--- config.mk ---
export PLATFORM = sky130hd
export DESIGN_NAME = song_sequencer
export DESIGN_NICKNAME = d
export VERILOG_FILES = /design/src/rtl/song_sequencer_pkg.sv /design/src/rtl/song_rom.sv /design/src/rtl/song_sequencer.sv
export SDC_FILE = /design/constraint.sdc
export NUM_CORES = 1
export LEC_CHECK = 0
export ABC_AREA = 1
export CAP_MARGIN = 5
export CORE_MARGIN = 2
export CORE_UTILIZATION = 49
export DETAILED_ROUTE_END_ITERATION = 12
export HOLD_SLACK_MARGIN = 0.06
export PLACE_DENSITY = 0.74
export SLEW_MARGIN = 25
export SYNTH_ARGS = -nofsm -noshare
export SYNTH_HDL_FRONTEND = slang
export SYNTH_SLANG_ARGS = --single-unit
--- constraint.sdc ---
create_clock -name CLK -period 1.3 [get_ports CLK]
set_input_delay 0.26 -clock CLK [delete_from_list [all_inputs] [get_ports CLK]]
set_output_delay 0.26 -clock CLK [all_outputs]
set_load 0.02 [all_outputs]
--- src/rtl/song_sequencer_pkg.sv ---
// song_sequencer_pkg: note codes, FSM states, ROM entry layout
// and note/LED decode helpers shared by the sequencer and its ROM.
package song_sequencer_pkg;

  localparam logic [3:0] NOTE_NONE = 4'd0;
  localparam logic [3:0] NOTE_C4   = 4'd1;
  localparam logic [3:0] NOTE_D    = 4'd2;
  localparam logic [3:0] NOTE_E    = 4'd3;
  localparam logic [3:0] NOTE_F    = 4'd4;
  localparam logic [3:0] NOTE_G    = 4'd5;
  localparam logic [3:0] NOTE_A    = 4'd6;
  localparam logic [3:0] NOTE_B    = 4'd7;
  localparam logic [3:0] NOTE_C5   = 4'd8;

  localparam int CODE_HI = 7;
  localparam int CODE_LO = 4;
  localparam int DUR_HI  = 3;
  localparam int DUR_LO  = 0;

  typedef enum logic [2:0] {
    S_IDLE,
    S_FETCH,
    S_LOAD,
    S_PLAY,
    S_DONE
  } state_t;

  function automatic logic [7:0] ent(
    input logic [3:0] code,
    input logic [3:0] dur
  );
    return {code, dur};
  endfunction

  function automatic logic [3:0] note_vis(input logic [3:0] code);
    return (code >= NOTE_C4 && code <= NOTE_C5) ? code : NOTE_NONE;
  endfunction

  function automatic logic [7:0] note_led(input logic [3:0] code);
    logic [7:0] led;
    led = 8'h00;
    unique case (1'b1)
      (code == NOTE_C4): led = 8'h80;
      (code == NOTE_D):  led = 8'h40;
      (code == NOTE_E):  led = 8'h20;
      (code == NOTE_F):  led = 8'h10;
      (code == NOTE_G):  led = 8'h08;
      (code == NOTE_A):  led = 8'h04;
      (code == NOTE_B):  led = 8'h02;
      (code == NOTE_C5): led = 8'h01;
      default:           led = 8'h00;
    endcase
    return led;
  endfunction

endpackage

--- src/rtl/song_rom.sv ---
// song_rom: registered song table, one (note, duration) byte per entry.
// Unknown SONG_ID values read as an immediate end marker.
module song_rom
  import song_sequencer_pkg::*;
#(
  parameter int ADDR_W  = 5,
  parameter int SONG_ID = 0
) (
  input  logic              CLK,
  input  logic [ADDR_W-1:0] addr,
  output logic [7:0]        data
);

  int         a;
  logic [7:0] rom_q;

  assign a = int'(addr);

  always_comb begin
    rom_q = 8'h00;
    case (SONG_ID)
      0: case (a)
        0: rom_q = ent(NOTE_E, 4'd1);
        1: rom_q = ent(NOTE_E, 4'd1);
        2: rom_q = ent(NOTE_F, 4'd1);
        3: rom_q = ent(NOTE_G, 4'd1);
        4: rom_q = ent(NOTE_NONE, 4'd2);
        5: rom_q = ent(NOTE_C5, 4'd3);
        default: rom_q = 8'h00;
      endcase
      1: case (a)
        0:  rom_q = ent(NOTE_E, 4'd1);
        1:  rom_q = ent(NOTE_E, 4'd1);
        2:  rom_q = ent(NOTE_F, 4'd1);
        3:  rom_q = ent(NOTE_G, 4'd1);
        4:  rom_q = ent(NOTE_G, 4'd1);
        5:  rom_q = ent(NOTE_F, 4'd1);
        6:  rom_q = ent(NOTE_E, 4'd1);
        7:  rom_q = ent(NOTE_D, 4'd1);
        8:  rom_q = ent(NOTE_C4, 4'd1);
        9:  rom_q = ent(NOTE_C4, 4'd1);
        10: rom_q = ent(NOTE_D, 4'd1);
        11: rom_q = ent(NOTE_E, 4'd1);
        12: rom_q = ent(NOTE_E, 4'd2);
        13: rom_q = ent(NOTE_D, 4'd1);
        14: rom_q = ent(NOTE_D, 4'd2);
        default: rom_q = 8'h00;
      endcase
      2: case (a)
        0: rom_q = ent(NOTE_C4, 4'd3);
        1: rom_q = ent(NOTE_D, 4'd1);
        2: rom_q = ent(NOTE_E, 4'd3);
        3: rom_q = ent(NOTE_C4, 4'd1);
        4: rom_q = ent(NOTE_E, 4'd2);
        5: rom_q = ent(NOTE_C4, 4'd2);
        6: rom_q = ent(NOTE_E, 4'd4);
        default: rom_q = 8'h00;
      endcase
      default: rom_q = 8'h00;
    endcase
  end

  always_ff @(posedge CLK) begin
    data <= rom_q;
  end

endmodule

--- src/rtl/song_sequencer.sv ---
// song_sequencer: ROM-driven autoplay engine for the piano note/LED mux.
// Define SONG_LOOP_EN to restart at entry 0 instead of stopping in DONE.
module song_sequencer
  import song_sequencer_pkg::*;
#(
  parameter int ADDR_W  = 5,
  parameter int SONG_ID = 0
) (
  input  logic       CLK,
  input  logic       RESET,
  input  logic       QUARTER_BEAT,
  input  logic       START,
  input  logic       STOP,
  output logic [3:0] note,
  output logic [7:0] Led,
  output logic       busy,
  output logic       done
);

  localparam logic [ADDR_W-1:0] ADDR_MAX = '1;

  state_t            state;
  logic [ADDR_W-1:0] addr;
  logic [3:0]        beats_left;
  logic              last;
  logic [7:0]        rom_data;
  logic [3:0]        rom_code;
  logic [3:0]        rom_dur;
  logic              song_end;

  song_rom #(
    .ADDR_W (ADDR_W),
    .SONG_ID(SONG_ID)
  ) u_rom (
    .CLK (CLK),
    .addr(addr),
    .data(rom_data)
  );

  assign rom_code = rom_data[CODE_HI:CODE_LO];
  assign rom_dur  = rom_data[DUR_HI:DUR_LO];

  // End marker in LOAD, or final beat of the entry at the top address.
  assign song_end =
    (state == S_LOAD && rom_dur == 4'd0) ||
    (state == S_PLAY && QUARTER_BEAT &&
     beats_left == 4'd1 && last);

  always_ff @(posedge CLK) begin
    if (RESET) begin
      state      <= S_IDLE;
      addr       <= '0;
      beats_left <= '0;
      last       <= 1'b0;
      note       <= NOTE_NONE;
      Led        <= '0;
      busy       <= 1'b0;
      done       <= 1'b0;
    end else if (STOP) begin
      state <= S_IDLE;
      note  <= NOTE_NONE;
      Led   <= '0;
      busy  <= 1'b0;
      done  <= 1'b0;
    end else if (START) begin
      state <= S_FETCH;
      addr  <= '0;
      busy  <= 1'b1;
      done  <= 1'b0;
    end else if (song_end) begin
`ifdef SONG_LOOP_EN
      state <= S_FETCH;
      addr  <= '0;
`else
      state <= S_DONE;
      note  <= NOTE_NONE;
      Led   <= '0;
      busy  <= 1'b0;
      done  <= 1'b1;
`endif
    end else begin
      case (state)
        S_IDLE: begin
          note <= NOTE_NONE;
          Led  <= '0;
        end
        S_FETCH: state <= S_LOAD;
        S_LOAD: begin
          note       <= note_vis(rom_code);
          Led        <= note_led(rom_code);
          beats_left <= rom_dur;
          last       <= (addr == ADDR_MAX);
          state      <= S_PLAY;
        end
        S_PLAY: begin
          if (QUARTER_BEAT) begin
            beats_left <= beats_left - 4'd1;
            if (beats_left == 4'd1) begin
              addr  <= addr + 1'b1;
              state <= S_FETCH;
            end
          end
        end
        S_DONE:  state <= S_DONE;
        default: state <= S_IDLE;
      endcase
    end
  end

endmodule

==> summary.md <==
| Metric | Value |
|---|---|
| Clock Skew | 0.0105 ns |
| Routability Congestion | 0.807 |
| Post-synthesis mux area share | 0 |
| Clk slew on worst S/H paths | ~0.10 ns |
| Largest net degree at the start of global routing | 13 |
| Share of cells above drive strength 1 | 0.259 |
| Largest family of logic cells by synthesized area | simple AND/OR/NAND/NOR gates |
| Yosys top cell area share | 0.411 |
| I/O Pins | 19 |
| Synth area leader | dfxtp_1 |
| Synth Register Bits | 33 |
| Vias per Instance | between 4 and 5 |
| Critical Path Max Stage Delay | roughly 0.35 ns |
| Post-synthesis compound-gate area fraction | 0.127 |
| Sequential area share after synthesis | 0.411 |
| FP Rows | 20 |
| MaxCap Viol Count | 0 |
| CTS tree | built |
| Outcome | finished, violations left |
| Sequential share of power | 0.571 |
| Initial Utilization | 0.522 |
| Sequential cell area | between 600 and 700 um^2 |
| Pre-antenna DRT Iters | 4 |
| Clock power frac | 0.284 |
| Crit end category | flop |
| Port bufs | 18 |
| Top metal layer carrying routed signals | met4 |
| Most frequent cells in the layout | nor2_1 (33), nand2_1 (32), dfxtp_1 (29), inv_1 (29), buf_4 (24) |
| Post-synthesis adder-cell area fraction | 0.0545 |
| Synth unique cells | 27 |
| Lkg Pwr | between 0.9 and 1 nW |
| Unrepaired setup endpoints after global routing | true |
| Final core occ | 0.702 |
| Synth top area cells | dfxtp_1 (41%), nand2_1 (8.2%), nor2_1 (8.2%) |
| Yosys warns | 0 |
| Critical-path cell list | inv_2 -> ha_4 -> nand2_4 -> nor2_4 -> nand3_4 -> nand2_4 -> o21ai_4 -> buf_12 -> nand2_1 -> a21oi_2 |
| Final critical-path share of the clock period | 1.09 |
| Fill cells | approximately 260 |
| Clock Sinks | 33 |
| Met3 WL post-DR | roughly 130 um |
| Setup CP Type | reg -> reg |
| CP Launch Type | flop |
| DRC | 0 |
| First-pass GRT wire length | ~5.8 mm |
| Mapped Cells | 220 |
| Failing checks | setup timing |
| DRT Wirelength | around 3.4 mm |
| DRT iter0 DRCs | between 40 and 50 |
| Worst-path fanout max | 10 |
| Net count, final | 281 |
| Post-Route M1 WL | around 1.6 mm |
| Minimum clock period | around 1.4 ns |
| Core area | 3080 um^2 |
| Initial antenna violation count | 0 |
| DPL Wire Length | between 2 and 3 mm |
| Die width | approximately 61 um |
| CP top delay family | simple AND/OR/NAND/NOR gates |
| Mapped Nets | about 230 |
| GRT overflow | 0 |
| Actual slew at the worst max-slew pin | 0.330 ns |
| Number of flops mapped to enable cells by yosys | 0 |
| Gr usage total | 0.208 |
| Xor/xnor share of the synthesized area | 0.0109 |
| Pwr/cell area | 883 nW/um^2 |
| Fin Setup TNS | -1.44 ns |
| Ant diodes | 0 |
| Critical path's slowest cell | dfxtp_2 |
| Post-synthesis simple-gate area fraction | 0.310 |
| Pins over their slew limit | 0 |
| Wire length on met2 | 1.66 mm |
| Mapped cell area | ~1600 um^2 |
| Sw Share | 0.278 |
| Post-Synthesis Mean Instance Area | 7.31 um^2 |
| Root buffer cell | clkbuf_4 |
| Top FF cell, synth | dfxtp_1 |
| Final hold violation count | 0 |
| Die ar. | ~3800 um^2 |
| Final setup viols | 20 |
| Clock Latency Late Sink | approximately 0.34 ns |
| Internal power | 1.38 mW |
| Layout Area Growth over Synthesis | 34.5% |
| Area of the multi-input gates | approximately 890 um^2 |
| # H-tree levels | 2 |
| Peak supply drop | between 0.6 and 0.7 mV |
| Post-synth ARST share | 0 |
| Number of global-route vias before repair | around 1300 |
| Comb power frac | 0.146 |
| Power Total | ~1.9 mW |
| CP Data Required Time | ~1.6 ns |
| Worst Slack Setup Final | -0.113 ns |
| Relative slew slack | 0.779 |
| Most common cell after layout, fill and taps aside | nor2_1 |
| Via Count | 1489 |
| Buf+Inv Stages, Crit Path | 2 |
| Routed len/inst | 10.8 um |
| Switching power | approximately 0.53 mW |
| Worst hold path class | reg -> reg |
| Worst EP arrival | 1.69 ns |
| CTS Buf Count | 5 |
| Clock tree buffer depth | 2 |
| Peak Freq | 708 MHz |
| Die height | 61.3 um |
| ANT nets after route | 0 |
| Crit-path most repeated cell | nand2_4 |
-- cell families after synthesis --
logic type               after synthesis
AO/OA/AOI/OAI                         37
XOR/XNOR                               2
adder cells (fa/ha/maj)                7
buffers and inverters                 35
flip-flops                            33
AND/OR/NAND/NOR                      106
-- what timing repair did --
| action | CTS | global route |
|---|---|---|
| buffers inserted | 3 | 0 |
| pin swaps | 8 | 6 |
| gates resized for setup | 32 | 28 |
| hold buffers | 0 | 0 |
| setup endpoints to repair | 37 | 40 |
-- state kept, by name, summed over array words and instances (netlist names) --
name and flops:
Led 8, u_rom.data 6, addr 5, beats_left 4
note 4, state 3, busy 1, done 1
last 1
-- metrics by stage --
stage	hold WS, ns	setup WS [ns]	cell area [um^2]	cells
final	0.467	-0.113	2160	314
after global routing	0.487	-0.215	2160	314
after CTS	0.468	-0.113	2140	314
after detailed placement	0.454	-0.323	2030	303
after global placement	0.449	-0.299	2030	303
after floorplan	0.329	-0.0494	1630	220
-- power groups by stage --
stage | combinational [mW] | sequential, mW | clock (mW)
finish | 0.278 | 1.09 | 0.542
global placement | 0.253 | 1.11 | 0
floorplan | 0.149 | 1.11 | 0
global route | 0.311 | 1.10 | 0.604
CTS | 0.272 | 1.09 | 0.568
detailed placement | 0.256 | 1.11 | 0
-- cells in the mapped netlist, types with 3 or more instances --
cell,n
a21oi_1,23
dfxtp_1,33
ha_1,7
inv_1,30
nand2_1,35
nand3_1,9
nand4_1,10
nor2_1,35
nor2_2,4
nor3_1,3
o21ai_0,10
-- layout make-up --
cell class / instances / area share
clock buffer: 6 / 0.0191
multi-input combinational: 152 / 0.413
tap: 44 / 0.0255
inverter: 32 / 0.0561
clock inverter: 2 / 0.00463
sequential: 33 / 0.308
timing repair buffer: 45 / 0.174
-- per-layer routing --
| layer | vias to the layer above | GRT usage |
|---|---|---|
| li1 | 807 | - |
| met1 | 657 | 0.266 |
| met2 | 22 | 0.331 |
| met3 | 3 | 0.0609 |
| met4 | 0 | 0.0807 |
| met5 | - | 0 |
-- worst paths after layout --
kind | startpoint | end | slack, ns | depth (start not counted)
worst max register to register | beats_left[1] | Led[2] | -0.11 | 10
worst min-delay path | Led[0] | Led[0] | 0.47 | 2
worst min register to register | Led[0] | Led[0] | 0.47 | 2
worst max-delay path | beats_left[1] | Led[2] | -0.11 | 10
-- tightest hold or removal path: cells and delay by family, from the launching register on --
family,cells,cell delay [ns]
compound gates,1,0.05
flops,1,0.32
simple gates,1,0.06
No activity file was read; power rests on OpenSTA's default activity.
